File: src/rtl/board_pkg.sv
// Shared board-level definitions: debounce FSM encoding, board clock, cycle-count helper.
package board_pkg;

    localparam int FREQ_CLOCK_HZ = 12_000_000;

    typedef enum logic [1:0] {
        RELEASED     = 2'd0,
        PRESS_PEND   = 2'd1,
        PRESSED      = 2'd2,
        RELEASE_PEND = 2'd3
    } db_state_t;

    function automatic int debounce_cycles(input int freq_hz, input int ms);
        return freq_hz / 1000 * ms;
    endfunction

endpackage

File: src/rtl/sync_2ff.sv
// Two-flop synchroniser for one asynchronous board input; reset value selectable
// so an idle pad never looks like a transition when reset releases.
module sync_2ff #(
    parameter bit RST_VAL = 1'b0
) (
    input  logic clk,
    input  logic rst,
    input  logic d_i,
    output logic q_o
);

    logic meta_q;
    logic sync_q;

    always_ff @(posedge clk or posedge rst) begin
        if (rst) begin
            meta_q <= RST_VAL;
            sync_q <= RST_VAL;
        end else begin
            meta_q <= d_i;
            sync_q <= meta_q;
        end
    end

    assign q_o = sync_q;

endmodule

File: src/rtl/button_debounce.sv
// Push-button debouncer: synchronise, then require DEBOUNCE_CYCLES stable cycles
// before changing the level; emits registered one-cycle press/release pulses.
module button_debounce
    import board_pkg::*;
#(
    parameter int FREQ_CLOCK      = FREQ_CLOCK_HZ,
    parameter int DEBOUNCE_MS     = 20,
    parameter int DEBOUNCE_CYCLES = debounce_cycles(FREQ_CLOCK, DEBOUNCE_MS),
    parameter bit ACTIVE_LOW      = 1'b0
) (
    input  logic clk,
    input  logic rst,
    input  logic btn_in,
    output logic btn_level,
    output logic btn_press,
    output logic btn_release
);

    // DEBOUNCE_CYCLES must be at least 2 so the counter is at least one bit wide.
    localparam int                CNT_W   = $clog2(DEBOUNCE_CYCLES);
    localparam logic [CNT_W-1:0] CNT_MAX = CNT_W'(DEBOUNCE_CYCLES - 1);
    localparam logic [CNT_W-1:0] CNT_ONE = CNT_W'(1);

    logic sync_raw;
    logic sync_q;

    sync_2ff #(
        .RST_VAL (ACTIVE_LOW)
    ) u_sync (
        .clk (clk),
        .rst (rst),
        .d_i (btn_in),
        .q_o (sync_raw)
    );

    assign sync_q = sync_raw ^ ACTIVE_LOW;

    db_state_t        state_q, state_d;
    logic [CNT_W-1:0] cnt_q, cnt_d;
    logic             level_q, level_d;
    logic             press_q, press_d;
    logic             release_q, release_d;

    always_ff @(posedge clk or posedge rst) begin
        if (rst) begin
            state_q   <= RELEASED;
            cnt_q     <= '0;
            level_q   <= 1'b0;
            press_q   <= 1'b0;
            release_q <= 1'b0;
        end else begin
            state_q   <= state_d;
            cnt_q     <= cnt_d;
            level_q   <= level_d;
            press_q   <= press_d;
            release_q <= release_d;
        end
    end

    always_comb begin
        state_d   = state_q;
        cnt_d     = cnt_q;
        level_d   = level_q;
        press_d   = 1'b0;
        release_d = 1'b0;
        case (state_q)
            RELEASED: begin
                if (sync_q) begin
                    state_d = PRESS_PEND;
                    cnt_d   = CNT_ONE;
                end else begin
                    cnt_d   = '0;
                end
            end
            PRESS_PEND: begin
                // Any bounce back to released throws away the partial window.
                if (!sync_q) begin
                    state_d = RELEASED;
                    cnt_d   = '0;
                end else if (cnt_q == CNT_MAX) begin
                    state_d = PRESSED;
                    level_d = 1'b1;
                    press_d = 1'b1;
                    cnt_d   = '0;
                end else begin
                    cnt_d   = cnt_q + CNT_ONE;
                end
            end
            PRESSED: begin
                if (!sync_q) begin
                    state_d = RELEASE_PEND;
                    cnt_d   = CNT_ONE;
                end else begin
                    cnt_d   = '0;
                end
            end
            RELEASE_PEND: begin
                if (sync_q) begin
                    state_d   = PRESSED;
                    cnt_d     = '0;
                end else if (cnt_q == CNT_MAX) begin
                    state_d   = RELEASED;
                    level_d   = 1'b0;
                    release_d = 1'b1;
                    cnt_d     = '0;
                end else begin
                    cnt_d     = cnt_q + CNT_ONE;
                end
            end
            default: begin
                state_d = RELEASED;
                cnt_d   = '0;
            end
        endcase
    end

    assign btn_level   = level_q;
    assign btn_press   = press_q;
    assign btn_release = release_q;

endmodule

File: config.mk
export PLATFORM = sky130hd
export DESIGN_NAME = button_debounce
export DESIGN_NICKNAME = d
export VERILOG_FILES = /design/src/rtl/board_pkg.sv /design/src/rtl/sync_2ff.sv /design/src/rtl/button_debounce.sv
export SDC_FILE = /design/constraint.sdc
export NUM_CORES = 1
export LEC_CHECK = 0
export ABC_AREA = 1
export BUFFER_PORTS_ARGS = -buffer_cell sky130_fd_sc_hd__buf_2
export CORE_MARGIN = 3
export CORE_UTILIZATION = 57
export CTS_BUF_LIST = sky130_fd_sc_hd__clkbuf_8
export CTS_CLUSTER_DIAMETER = 60
export DETAILED_ROUTE_END_ITERATION = 8
export PLACE_DENSITY = 0.88
export SLEW_MARGIN = 10
export SYNTH_ARGS = -nofsm -noshare
export SYNTH_HDL_FRONTEND = slang
export SYNTH_SLANG_ARGS = --single-unit
File: constraint.sdc
create_clock -name clk -period 1.3 [get_ports clk]
set_input_delay 0.26 -clock clk [delete_from_list [all_inputs] [get_ports clk]]
set_output_delay 0.26 -clock clk [all_outputs]
set_load 0.1 [all_outputs]
== Word level (Yosys, flattened, before mapping) ==
Index checks and enable logic that the tools add are counted.

* Logic and storage cells: 47
* Bits in latches: 0
* RAM bits: 0
* Output and inout port bits: 3
* Bits in registers: 25
* Memories: 0
* ROM bits: 0

* Reductions and logical operators: 4
* Div/mod/pow operators: 0
* Shifts and indexed selects: 0
* Multipliers: 0
* Bitwise logic cells: 0
* Mux-type cells: 23
* Eq/ne operators: 12
* Add/subtract/negate cells: 1
* Magnitude comparators: 0

{| class="wikitable"
|+ Operators with widths
! cell !! count
|-
| $pmux W18 S4 || 1
|-
| $mux W18 || 3
|-
| $add A18 B1 Y18 const B || 1
|-
| $eq A18 B18 Y1 const B || 1
|-
| $mux W2 || 6
|-
| $mux W1 || 11
|-
| $ne A2 B2 Y1 const B || 4
|-
| $pmux W2 S4 || 1
|-
| $reduce_and A5 Y1 || 1
|-
| $eq A2 B2 Y1 const B || 2
|-
| $ne A2 B1 Y1 const B || 2
|-
| $reduce_and A4 Y1 || 1
|-
| $ne A3 B2 Y1 const B || 1
|-
| $ne A3 B3 Y1 const B || 1
|-
| $eq A2 B1 Y1 const B || 1
|-
| $logic_not A2 Y1 || 1
|-
| $pmux W1 S2 || 1
|-
| $reduce_bool A2 Y1 || 1
|}

== Longest topological paths before layout ==
* Depth after elaboration: 4
* Gate-level depth with buffers: 8
* Mapped depth without buffers: 8

== Hierarchy ==
Synthesis repeated with hierarchy kept, for this count alone.

* Cells, all modules: 171
* Area total of the unflattened synthesis: 1346.3 um2

{| class="wikitable"
|+ Modules (own cells, without submodules)
! module !! times used !! area each (um2) !! seq. area each (um2) !! cells an instance
|-
| button_debounce || 1 || 1292.5 || 575.6 || 168
|-
| sync_2ff || 1 || 53.8 || 50.0 || 3
|}

== Worst setup path after synthesis ==
OpenSTA, ideal clock, no wires.

* Path type: register to register
* From: register cnt_q[0]
* To: register cnt_q[10]
* Library setup time: 119 ps
* Cell stages (with the launch flop): 9
* Path slack: 10 ps
* Data arrival time: 1172 ps
* Path buffers: 0
* Cells stage by stage: dfrtp_1 ha_1 nand2_1 nor2_2 nand3_2 inv_2 nand2_4 nand2_8 nor2_2

* Cells in the longest elaborated chain, start to end: 4

{| class="wikitable"
|+ RTL lines
! element !! RTL line !! source
|-
| start: declaration || button_debounce.sv:39 || <nowiki>logic [CNT_W-1:0] cnt_q, cnt_d;</nowiki>
|-
| start signal: assignment || button_debounce.sv:53 || <nowiki>cnt_q <= cnt_d;</nowiki>
|-
| $add A18 B1 Y18 / $eq A18 B18 Y1 (equally long branches) || n/a ||
|-
| $mux W18 (*) || button_debounce.sv:80, button_debounce.sv:101 ||
|-
| $mux W18 (on tied branches) || button_debounce.sv:98, button_debounce.sv:77 ||
|-
| $pmux W18 S4 (*) || button_debounce.sv:66 || <nowiki>case (state_q)</nowiki>
|-
| via cnt_d[10] || button_debounce.sv:39 ||
|}

Mark *: on every way through the listed nets, which the timed path passes. The rest lies on a longest branch.
A chain may end at the register's enable or synchronous reset.

== Worst setup path in the final report ==
* From: register cnt_q[9]
* To: register cnt_q[4]

* Cells in the longest elaborated chain, start to end: 4

{| class="wikitable"
|+ RTL lines
! element !! RTL line
|-
| $eq A18 B18 Y1 (*) || button_debounce.sv:80, button_debounce.sv:101
|-
| $mux W18 (*) || button_debounce.sv:80, button_debounce.sv:101
|-
| $mux W18 (on tied branches) || button_debounce.sv:98, button_debounce.sv:77
|-
| $pmux W18 S4 (*) || button_debounce.sv:66
|-
| via cnt_d[4] || button_debounce.sv:39
|}

Marked as above.

==> results.sh <==
export IMPL_reg2reg_depth=8
export IMPL_clockBufferDepth=2
export IMPL_rows=17
export IMPL_grt_pass1_vias=1261
export IMPL_ir_worst_vdd_mv=0.807
export IMPL_ys_seq_area_frac=0.449
export IMPL_routabilityCongestion=1.02
export IMPL_antenna_found_initial=0
export IMPL_grtUsageMet1=0.290
export IMPL_vias_per_cell=5.39
export IMPL_grt_first_pass_wirelength_um=5640
export IMPL_drv_cap=0
export IMPL_syn_area_mm2=0.00139
export IMPL_totalNegativeSetupSlack_ns=-2.07
export IMPL_dpl_worst_slack_ns=-0.0915
export IMPL_die_h_um=55.5
export IMPL_clk_latency_ns=0.27
export IMPL_setup_worst_path_class="reg -> reg"
export IMPL_critPathArrivalTime_ns=1.58
export IMPL_die_area_mm2=0.00307
export IMPL_cts_made_buffers=3
export IMPL_firstDrtPassIters=4
export IMPL_dp_cells=216
export IMPL_finalClockSkew_ns=0.00502
export IMPL_cts_tree="yes"
export IMPL_mostFrequentLayoutCells="27 x nand2_1, 25 x dfrtp_1, 24 x inv_1, 24 x nor2_1, 14 x nor2_2"
export IMPL_cts_root_buf="clkbuf_8"
export IMPL_cp_required_ns=1.45
export IMPL_hold_path_class="in -> async"
export IMPL_min_period_ns=1.43
export IMPL_synth_async_reset_ratio=1.00
export IMPL_cts_sinks=25
export IMPL_syn_avg_cell_area_um2=8.01
export IMPL_status="finished with violations"
export IMPL_globalRoute_totalOverflow=0
export IMPL_antenna_left=0
export IMPL_fmax_mhz=699
export IMPL_drt_iter0_drc=45
export IMPL_reg2reg_from="cnt_q[9]$_DFF_PP0_"
export IMPL_grt_util_met3=0.0374
export IMPL_syn_inst=174
export IMPL_final_hold_viol_count=0
export IMPL_drcViolationCount=0
export IMPL_clk_pin_slew_worst_paths_ns=0.09
export IMPL_grtUsageMet2=0.410
export IMPL_layout_commonest_cell="nand2_1"
export IMPL_nets=204
export IMPL_synth_top_cell_area_share=0.449
export IMPL_area_growth_pct=29.8
export IMPL_drive_gt1_frac=0.352
export IMPL_synth_area_leaders="dfrtp_1 45%, nand2_1 7.8%, nor2_2 7.6%, nor2_1 7.0%, inv_1 6.7%"
export IMPL_n_antenna_cell=0
export IMPL_dp_hpwl_um=2260
export IMPL_wl_per_cell_um=15.1
export IMPL_total_power_mw=1.36
export IMPL_post_route_util=0.795
export IMPL_io_pins=6
export IMPL_track_usage=0.231
export IMPL_drv_slew=0
export IMPL_power_leakage_nw=0.829
export IMPL_violations="setup timing"
export IMPL_worst_pin_slew_ns=0.312
export IMPL_power_density_mw_per_mm2=751
export IMPL_synth_area_leader_cell="dfrtp_1"
export IMPL_setup_ws_ns=-0.130
export IMPL_port_buffers=5
export IMPL_rsz0062_at_grt="yes"
export IMPL_finalCritPeriodShare=1.10
export IMPL_top_usage_layer="met2"
export IMPL_synth_distinct_cells=24
export IMPL_ys_flop_type="dfrtp_1"
export IMPL_vias=1223
export IMPL_startpoint_type="register"
export IMPL_synth_seq_cells=25
export IMPL_fp_dieW_um=55.5
export IMPL_finalNonFillerCells=227
export IMPL_crit_start="cnt_q[9]$_DFF_PP0_"
export IMPL_syn_nets=178
export IMPL_grt_max_degree=26
export IMPL_core_mm2=0.00228
export IMPL_cts_max_level=1
export IMPL_end_kind="register"
export IMPL_initial_core_util=0.612
export IMPL_synth_edf_count=0
export IMPL_wl_um=3440
export IMPL_crit_fanout=5
export IMPL_synth_warnings=0
export IMPL_slew_headroom=0.792
export IMPL_setup_viol=22
[stage by stage]
stage | hold WS [ns] | cell area (um2)
floorplan | 0.287 | 1390
detailed placement | 0.322 | 1570
global route | 0.0489 | 1810
finish | 0.0196 | 1810
global placement | 0.319 | 1570
CTS | 0.0380 | 1740
[final timing paths]
path	to	slack, ns
min in group clk	u_sync.meta_q$_DFF_PP0_	0.09
worst max-delay path	cnt_q[4]$_DFF_PP0_	-0.13
max in group asynchronous	cnt_q[13]$_DFF_PP0_	1.04
worst min register to register	u_sync.q_o$_DFF_PP0_	0.38
worst min-delay path	cnt_q[17]$_DFF_PP0_	0.02
worst max register to register	cnt_q[4]$_DFF_PP0_	-0.13
[area by class of cell]
type                       count  area (um2)
clock buffer                   3        41.3
clock inverter                 1        5.00
fill                         131         467
inverter                      28         108
multi-input combinational    123         807
sequential                    25         626
tap                           28        35.0
timing repair buffer          19         188
[registers in the layout, indices dropped and copies added (netlist names), named ones only]
name,flops
state_q,1
u_sync.meta_q,1
u_sync.q_o,1
btn_level,1
cnt_q,18
btn_press,1
btn_release,1
[layer usage]
layer  vias to the layer above  routed length (um)
li1                        583                   -
met1                       565                1350
met2                        57                1750
met3                        18                 258
met4                         0                  77
met5                         -                   0
[synth_stat cells, types with 2 or more instances]
cell type,instances
inv_1,25
nand3_2,2
o21ai_1,3
nand2_1,29
a21oi_1,2
nor3_1,3
nand2_2,5
dfrtp_1,25
nor2_1,26
o21ai_0,2
nor2_2,17
xor2_1,7
inv_2,3
nand3_1,15
[repair_timing]
item / in CTS / in global routing
endpoints found under the setup margin: 21 / 23
pin swaps: 11 / 5
hold buffers: 0 / 0
gates cloned: 3 / 0
buffers inserted: 2 / 2
gates resized for setup: 16 / 9
[worst max-delay path, stage by stage, from the launching register on]
cell and delay (ns):
dfrtp_1 0.43, inv_1 0.11, nand2_1 0.07, nor2_1 0.20, nand3_4 0.13, inv_4 0.13, nand2_8 0.10, nand2_8 0.10
nor2_2 0.04
[kinds of logic (layout without fill, tap and decap cells)]
| kind of cell | Yosys count | in the layout | share of synthesized area |
|---|---|---|---|
| compound gates | 8 | 8 | 0.0314 |
| buf+inv | 29 | 51 | 0.0808 |
| flops | 25 | 25 | 0.449 |
| xor+xnor | 8 | 8 | 0.0503 |
| fa+ha+maj | 1 | 1 | 0.00898 |
| simple gates | 103 | 106 | 0.380 |
[power breakdown]
part           total (mW)  switching, mW  internal (mW)
clock network       0.458          0.244          0.214
logic               0.105         0.0629         0.0425
registers           0.796         0.0101          0.786
Note: power is estimated with default switching activity, not from simulation.
